`config.mk`:
```
export PLATFORM = sky130hd
export DESIGN_NAME = ac_config_seq
export DESIGN_NICKNAME = d
export VERILOG_FILES = /design/src/rtl/ac_config_seq.sv
export SDC_FILE = /design/constraint.sdc
export NUM_CORES = 1
export LEC_CHECK = 0
export CELL_PAD_IN_SITES_DETAIL_PLACEMENT = 0
export CELL_PAD_IN_SITES_GLOBAL_PLACEMENT = 1
export CORE_ASPECT_RATIO = 0.8
export CORE_MARGIN = 2
export CORE_UTILIZATION = 30
export CTS_CLUSTER_DIAMETER = 60
export CTS_CLUSTER_SIZE = 12
export DETAILED_ROUTE_END_ITERATION = 10
export PLACE_DENSITY_LB_ADDON = 0.1
export SYNTH_ARGS = -nofsm -noshare
export SYNTH_HDL_FRONTEND = slang
export SYNTH_SLANG_ARGS = --single-unit
```
`constraint.sdc`:
```
create_clock -name clk -period 3.5 [get_ports clk]
set_input_delay 0.875 -clock clk [delete_from_list [all_inputs] [get_ports clk]]
set_output_delay 0.875 -clock clk [all_outputs]
set_load 0.02 [all_outputs]
```
`src/rtl/ac_config_seq.sv`:
```
// Audio codec configuration sequencer: writes an 11-entry register table to the codec over an Avalon-MM i2cMaster.
// Latency: powerup delay of ceil(CLK_MASTER_FRQ/1e6*PWRUP_DELAY_US) cycles, then 4 write cycles + 2 per poll + 1 per entry.
// Backpressure: waits on the i2cMaster busy flag by polling; the optional AC_CONFIG_RETRY_EN macro enables retries of NACKed entries.
module ac_config_seq #(
    parameter int         CLK_MASTER_FRQ = 50_000_000,
    parameter int         PWRUP_DELAY_US = 1000,
    parameter logic [7:0] DEV_ADR        = 8'h34,
    parameter string      INTERFACE_TYPE = "LEFT-JUSTIFIED",
    parameter int         DATA_WDT       = 24
) (
    input  logic       clk,
    input  logic       reset,
    input  logic       start,
    output logic       busy,
    output logic       done,
    output logic       error,
    output logic [3:0] errIdx,
    output logic [1:0] avmAdr,
    output logic       avmWr,
    output logic [7:0] avmWrData,
    output logic       avmRd,
    input  logic [7:0] avmRdData
);

    localparam logic [63:0] DLY_PROD = 64'(CLK_MASTER_FRQ) * 64'(PWRUP_DELAY_US);
    localparam logic [63:0] DLY_CYC  = (DLY_PROD + 64'd999_999) / 64'd1_000_000;
    // Counter terminal value; at least one powerup cycle is always spent.
    localparam logic [31:0] DLY_LAST = (DLY_CYC > 64'd1) ? 32'(DLY_CYC - 64'd1) : 32'd0;

    localparam logic [1:0] FORMAT = (INTERFACE_TYPE == "I2S")             ? 2'b10 :
                                    (INTERFACE_TYPE == "RIGHT-JUSTIFIED") ? 2'b00 : 2'b01;
    localparam logic [1:0] IWL    = (DATA_WDT == 16) ? 2'b00 :
                                    (DATA_WDT == 20) ? 2'b01 :
                                    (DATA_WDT == 32) ? 2'b11 : 2'b10;
    localparam logic [8:0] FMT        = {5'd0, IWL, FORMAT};
    localparam logic [3:0] LAST_ENTRY = 4'd10;

    typedef enum logic [3:0] {
        IDLE, WAIT_PWR, LD_DEV, LD_HI, LD_LO, GO, POLL_RD, POLL_CHK, NEXT, ERROR, DONE
    } state_t;

    state_t      state, state_nxt;
    logic [3:0]  entry_idx, entry_nxt;
    logic [31:0] dly_cnt, dly_nxt;
    logic [3:0]  err_idx_nxt;
    logic        wr_nxt, rd_nxt;
    logic [1:0]  adr_nxt;
    logic [7:0]  dat_nxt;
    logic [15:0] rom_q;
    logic        unused_rd;

    assign unused_rd = ^avmRdData[7:2];

`ifdef AC_CONFIG_RETRY_EN
    logic [1:0] retry_cnt, retry_nxt;
`endif

    // Register table {reg[6:0], val[8:0]}; byte high is word[15:8], byte low word[7:0].
    function automatic logic [15:0] rom_word(input logic [3:0] idx);
        logic [15:0] w;
        case (idx)
            4'd0:    w = {7'd15, 9'h000};
            4'd1:    w = {7'd0,  9'h017};
            4'd2:    w = {7'd1,  9'h017};
            4'd3:    w = {7'd2,  9'h079};
            4'd4:    w = {7'd3,  9'h079};
            4'd5:    w = {7'd4,  9'h012};
            4'd6:    w = {7'd5,  9'h000};
            4'd7:    w = {7'd6,  9'h002};
            4'd8:    w = {7'd7,  FMT};
            4'd9:    w = {7'd8,  9'h000};
            4'd10:   w = {7'd9,  9'h001};
            default: w = 16'h0000;
        endcase
        return w;
    endfunction

    // Next-state, entry index, powerup counter and error index.
    always_comb begin
        state_nxt   = state;
        entry_nxt   = entry_idx;
        dly_nxt     = dly_cnt;
        err_idx_nxt = errIdx;
`ifdef AC_CONFIG_RETRY_EN
        retry_nxt   = retry_cnt;
`endif
        case (state)
            IDLE, DONE, ERROR: begin
                if (start) begin
                    state_nxt   = WAIT_PWR;
                    entry_nxt   = 4'd0;
                    dly_nxt     = 32'd0;
                    err_idx_nxt = 4'd0;
`ifdef AC_CONFIG_RETRY_EN
                    retry_nxt   = 2'd0;
`endif
                end
            end
            WAIT_PWR: begin
                if (dly_cnt >= DLY_LAST) begin
                    state_nxt = LD_DEV;
                    dly_nxt   = 32'd0;
                end else begin
                    dly_nxt = dly_cnt + 32'd1;
                end
            end
            LD_DEV:  state_nxt = LD_HI;
            LD_HI:   state_nxt = LD_LO;
            LD_LO:   state_nxt = GO;
            GO:      state_nxt = POLL_RD;
            POLL_RD: state_nxt = POLL_CHK;
            POLL_CHK: begin
                if (avmRdData[0]) begin
                    state_nxt = POLL_RD;
                end else if (avmRdData[1]) begin
`ifdef AC_CONFIG_RETRY_EN
                    if (retry_cnt == 2'd3) begin
                        state_nxt   = ERROR;
                        err_idx_nxt = entry_idx;
                    end else begin
                        retry_nxt = retry_cnt + 2'd1;
                        state_nxt = LD_DEV;
                    end
`else
                    state_nxt   = ERROR;
                    err_idx_nxt = entry_idx;
`endif
                end else begin
                    state_nxt = NEXT;
                end
            end
            NEXT: begin
`ifdef AC_CONFIG_RETRY_EN
                retry_nxt = 2'd0;
`endif
                // The >= also catches a corrupted index and ends the sequence cleanly.
                if (entry_idx >= LAST_ENTRY) begin
                    state_nxt = DONE;
                end else begin
                    entry_nxt = entry_idx + 4'd1;
                    state_nxt = LD_DEV;
                end
            end
            default: state_nxt = IDLE;
        endcase
    end

    // Bus access decode for the state being entered, so outputs register in step with the state.
    always_comb begin
        rom_q   = rom_word(entry_nxt);
        wr_nxt  = 1'b0;
        rd_nxt  = 1'b0;
        adr_nxt = 2'd0;
        dat_nxt = 8'h00;
        case (state_nxt)
            LD_DEV:  begin wr_nxt = 1'b1; adr_nxt = 2'd0; dat_nxt = DEV_ADR;      end
            LD_HI:   begin wr_nxt = 1'b1; adr_nxt = 2'd1; dat_nxt = rom_q[15:8];  end
            LD_LO:   begin wr_nxt = 1'b1; adr_nxt = 2'd2; dat_nxt = rom_q[7:0];   end
            GO:      begin wr_nxt = 1'b1; adr_nxt = 2'd3; dat_nxt = 8'h01;        end
            POLL_RD: begin rd_nxt = 1'b1; adr_nxt = 2'd3;                         end
            default: ;
        endcase
    end

    // State and registered outputs; reset restarts the powerup wait with a quiet bus.
    always_ff @(posedge clk) begin
        if (reset) begin
            state     <= WAIT_PWR;
            entry_idx <= 4'd0;
            dly_cnt   <= 32'd0;
            errIdx    <= 4'd0;
            busy      <= 1'b0;
            done      <= 1'b0;
            error     <= 1'b0;
            avmWr     <= 1'b0;
            avmRd     <= 1'b0;
            avmAdr    <= 2'd0;
            avmWrData <= 8'h00;
        end else begin
            state     <= state_nxt;
            entry_idx <= entry_nxt;
            dly_cnt   <= dly_nxt;
            errIdx    <= err_idx_nxt;
            busy      <= (state_nxt != IDLE) && (state_nxt != DONE) && (state_nxt != ERROR);
            done      <= (state_nxt == DONE);
            error     <= (state_nxt == ERROR);
            avmWr     <= wr_nxt;
            avmRd     <= rd_nxt;
            avmAdr    <= adr_nxt;
            avmWrData <= dat_nxt;
        end
    end

`ifdef AC_CONFIG_RETRY_EN
    // Attempts made on the current entry beyond the first.
    always_ff @(posedge clk) begin
        if (reset) retry_cnt <= 2'd0;
        else       retry_cnt <= retry_nxt;
    end
`endif

endmodule

```
# Word level (Yosys, flattened, before mapping)
# Memory sizes are Yosys's and may differ from the RTL's.
# Cells that the tools add are included.
# word_totals
reg_bits	59
latch_bits	0
ram_bits	0
mem_bits_ro	176
inputBits	11
out_inout_bits	19
elab_cells	69
n_memories	1
# mem_list
memory	depth	word_bits	read_ports	rd_ports_with_merged_regs	wr	line_no	rtl
(name not given)	16	11	1	0	0	61	case (idx)
# classes
add_sub_neg	2
mul	0
div_mod_pow	0
magnitude_cmp	2
eq_ne	22
shifts	0
mux	20
n_bitwise	0
n_reduce_logical	11
# op_table
op	n
$mux 32	2
$pmux 32 s2	1
$mux 4	9
$pmux 4 s9	1
$add 32x1->32 const B	1
$ge 32x16->1 const B	1
$pmux 8 s4	1
$eq 4x3->1 const B	7
$eq 4x4->1 const B	5
$eq 4x2->1 const B	4
$pmux 4 s2	2
$ne 4x4->1 const B	2
$ne 2x2->1 const B	3
$pmux 2 s3	1
$add 4x1->4 const B	1
$eq 4x1->1 const B	1
$ge 4x4->1 const B	1
$logic_not 4->1	1
$reduce_and 4->1	1
$reduce_bool 2->1	2
$reduce_bool 4->1	1
$reduce_or 4->1	1
$mux 1	3
$reduce_or 3->1	1
other kinds (3)	4

# Longest topological paths before layout
# depth
word_depth	6
depth_mapped	14
mapped_depth_nobuf	14

# Worst setup path before layout
# OpenSTA, ideal clock, no wires.
# synth_timing
path_kind	input -> register
start	input port start
end	register avmWrData[3]
setup_time_ps	86
arrival_time_ps	2822
required_ps	3414
slack_ps	592
cell_stages	11
n_path_buf	1
cell_sequence	buf_2 -> nor4b_1 -> a311oi_1 -> or2_2 -> a21o_1 -> inv_1 -> ha_1 -> or2_2 -> nor2b_1 -> o21a_1 -> a211oi_1
# synth_via
elab_chain_cells	4
elab_cells_between_ends	10
classes_between	eq/ne (4); mux (5); memory (1)
# synth_rtl
item	line_no	rtl
start: declaration	13	input logic start,
$mux 4	89	if (start) begin
$pmux 4 s2	87	case (state)
net entry_nxt[0]	43	logic [3:0] entry_idx, entry_nxt;
$mem_v2 16x11	--	
$pmux 8 s4	155	case (state_nxt)
end signal: assignment	190	avmWrData <= dat_nxt;
end: declaration	20	output logic [7:0] avmWrData,
# The timed path passes the listed nets, and every way through them passes these cells.
# A chain may end at the register's enable or synchronous reset.

# Worst setup path in the final report
# Same ends and word-level chain as after synthesis.

==> results.sh <==
export IMPL_status="finished, final reports clean"
export IMPL_cts_tree="yes"
export IMPL_grt_busiest_layer="met1"
export IMPL_critical_path_top_delay_family="compound AO/OA/AOI/OAI gates"
export IMPL_synthesis_yosys_warnings=0
export IMPL_portBuffers=22
export IMPL_arrival_ns=3.37
export IMPL_crit_slowest_cell="clkdlybuf4s50_1"
export IMPL_grt_max_degree=18
export IMPL_layout_fillers=937
export IMPL_critPathKind="in -> reg"
export IMPL_fin_nets=369
export IMPL_max_slew_margin_pct=57.80
export IMPL_finalMaxSlewViolations=0
export IMPL_async_reset_ff_share_pct=0
export IMPL_tns_ns=0
export IMPL_power_ir_vdd_worst_v=0.0002807
export IMPL_grt_use_met3_pct=4.383
export IMPL_worst_path_largest_cell_delay_ns=0.43
export IMPL_synth_largest_area_cell="dfxtp_1"
export IMPL_globalRouteTotalUtil_pct=14.49
export IMPL_vias=2254
export IMPL_grt_util_met2_pct=19.11
export IMPL_post_drt_wl_per_cell_um=14.07
export IMPL_route_detailed_vias_per_inst=4.796
export IMPL_cts_setup_buffers=0
export IMPL_cap_violations=0
export IMPL_initial_core_util_pct=30.69
export IMPL_highest_clock_frequency_the_design_can_meet_ghz=0.3189
export IMPL_timing_critical_path_required_ns=3.73
export IMPL_grt_pass1_wl_mm=11.49
export IMPL_clock_tree_root_cell="clkbuf_16"
export IMPL_grt_pass1_vias=2183
export IMPL_leakage_nw=1.299
export IMPL_netlist_top_cells_area="dfxtp_1, nor2_1, and2_1, a21oi_1, nand2_1"
export IMPL_syn2layout_area_growth_pct=24.58
export IMPL_critPathMostFrequentCell="or2_2"
export IMPL_antenna_diode_count=0
export IMPL_worstPathBufferInverterCount=2
export IMPL_post_route_cells_drive_above_1_share_pct=12.11
export IMPL_global_route_track_usage_on_met1_pct=21.59
export IMPL_initialDrtViolationCount=107
export IMPL_finalWirelength_mm=6.613
export IMPL_dp_hpwl_mm=4.741
export IMPL_post_cts_resize_count=0
export IMPL_rsz_0062_raised_after_global_routing="no"
export IMPL_synth_cells=319
export IMPL_synth_edff_count=0
export IMPL_cts_reportedPaths_clkPinSlew_ns=0.05
export IMPL_kind_of_end_point_of_the_critical_path="flip-flop"
export IMPL_core_area_um2=9037
export IMPL_synth_distinct_cells=60
export IMPL_min_period_ns=3.136
export IMPL_synth_top_cell_area_share_pct=41.86
export IMPL_rows=31
export IMPL_synth_cell_area_um2=2774
export IMPL_fin_skew_ns=0.009368
export IMPL_gpl_final_weighted_congestion=0.7636
export IMPL_drt_pre_antenna_iters=4
export IMPL_critical_path_launch_point_type="input port"
export IMPL_total_power_per_unit_cell_area_nw_per_um2=454.0
export IMPL_cts_hold_buffers=0
export IMPL_crit_chain="clkdlybuf4s50_1 > nor4b_1 > a311oi_1 > or2_2 > a21o_1 > inv_1 > ha_1 > or2_2 > nor2b_1 > o21a_1 > a211oi_1"
export IMPL_grt_overflow=0
export IMPL_fp_dieArea_um2=10040
export IMPL_crit_path_max_fanout=4
export IMPL_final_hold_viol_count=0
export IMPL_drc=0
export IMPL_stdcell_count=470
export IMPL_drtAntennaViolNets=0
export IMPL_die_h_um=90.01
export IMPL_number_of_antenna_violations_at_the_first_check_in_global_routing=0
export IMPL_cts_sinks=58
export IMPL_syn_area_per_cell_um2=8.696
export IMPL_synth_seq_area_share_pct=41.86
export IMPL_timing_worst_slew_pin_value_ns=0.6306
export IMPL_cts_made_buffers=9
export IMPL_worst_skew_pair_late_latency_ns=0.33
export IMPL_synth_net_count=336
export IMPL_dieWidth_um=111.5
export IMPL_boundaryPins=30
export IMPL_fin_crit_sh_pct=89.60
export IMPL_holdCritPathClass="reg -> reg"
export IMPL_dp_cells=456
export IMPL_clockBufferDepth=2
export IMPL_synth_seq_cells=58
export IMPL_synth_main_ff_cell="dfxtp_1"
export IMPL_report_final_setup_viol=0
export IMPL_htree_num_levels=3
==> report_power, final <==
| group | switching [W] | total, W | internal [W] |
|---|---|---|---|
| logic | 0.0000179 | 0.0000317 | 0.0000138 |
| clock network | 0.000292 | 0.000870 | 0.000578 |
| registers | 0.00000236 | 0.000667 | 0.000665 |
==> metal layers <==
| metal | part of all wire [%] | vias to the layer above |
|---|---|---|
| li1 | - | 1186 |
| met1 | 57 | 1027 |
| met2 | 38 | 36 |
| met3 | 3.8 | 5 |
| met4 | 0.86 | 0 |
| met5 | 0 | - |
==> worst register-to-register path: stages (launching register included) <==
cell	delay, ns
dfxtp_1	0.45
inv_1	0.07
ha_1	0.21
o31ai_1	0.25
and2b_1	0.23
or2_2	0.28
a21o_1	0.24
inv_1	0.13
ha_1	0.19
nor2_1	0.05
a21oi_1	0.11
nand4_1	0.10
o211ai_1	0.16
nand2_1	0.09
a22oi_1	0.19
==> synthesized netlist by cell type (2+ instances only) <==
master and count:
xor2_1 5, and2_1 18, or3_1 5, o21ai_0 9
buf_6 2, dfxtp_1 58, nand3b_1 5, a311oi_1 2
nand3_1 12, a22oi_1 6, and3_1 5, or2_2 4
nor4_1 5, a211oi_1 2, mux2i_1 5, nor2b_1 5
o31ai_1 2, nand2_1 22, buf_2 4, a21o_1 5
a31oi_1 2, buf_4 4, inv_1 10, a21oi_1 20
o211ai_1 3, xnor2_1 6, ha_1 6, o21bai_1 2
nor2_1 37, clkbuf_1 6, nor3_1 11, or4_1 3
==> sequential cells by signal (all words and copies together), names as in the netlist <==
signal,cells
dly_cnt,32
avmWrData,7
entry_idx,4
errIdx,4
state,4
avmAdr,2
avmRd,1
avmWr,1
busy,1
done,1
error,1
==> metrics by stage <==
stage / utilization, % / worst slack (ns) / total power [W] / area [um2] / hold slack (ns)
floorplan: - / 0.5923 / 0.0006989 / 2774 / 0.4302
global placement: 35.00 / 0.09023 / 0.0007127 / 3163 / 0.4440
detailed placement: 35.00 / 0.02936 / 0.0007129 / 3163 / 0.4466
CTS: 38.24 / 0.3649 / 0.001600 / 3456 / 0.4612
global route: 38.24 / 0.2350 / 0.001627 / 3456 / 0.4842
finish: 38.24 / 0.3639 / 0.001569 / 3456 / 0.4554
==> path summary, 6_finish.rpt <==
kind | start | end | slack [ns] | depth (start not counted)
setup reg to reg | entry_idx[0] | avmWrData[4] | 0.65 | 14
hold reg to reg | dly_cnt[29] | dly_cnt[29] | 0.46 | 1
hold / removal | dly_cnt[29] | dly_cnt[29] | 0.46 | 1
setup / recovery | start | avmWrData[3] | 0.36 | 11
==> final cells by class <==
class | instances | area (um2) | area share (%)
inverters | 10 | 37.54 | 1.086
flip-flops and latches | 58 | 1161 | 33.60
repair buffers | 38 | 340.3 | 9.848
multi-input cells | 235 | 1480 | 42.83
clock buffers | 11 | 252.7 | 7.314
clock inverters | 3 | 40.04 | 1.159
well taps | 115 | 143.9 | 4.164
==> kinds of logic after synthesis <==
logic type / count (synthesis) / synth area share (%)
other cells: 1 / 0.1352
simple gates: 146 / 29.09
xor+xnor: 11 / 3.473
compound gates: 66 / 16.15
fa+ha+maj: 6 / 2.706
buf+inv: 26 / 4.781
mux: 5 / 1.804
flops: 58 / 41.86
==> placed cells by master, fill, tap and decap left out, drive strengths merged, types with 11 or more instances in the layout <==
cell type	Yosys	final
dfxtp	58	58
nor2	37	37
nand2	22	22
clkdlybuf4s50	0	22
a21oi	21	21
and2	18	18
buf	10	16
nor3	13	13
nand3	12	12
clkbuf	6	11
No activity file was read; power rests on OpenSTA's default activity.
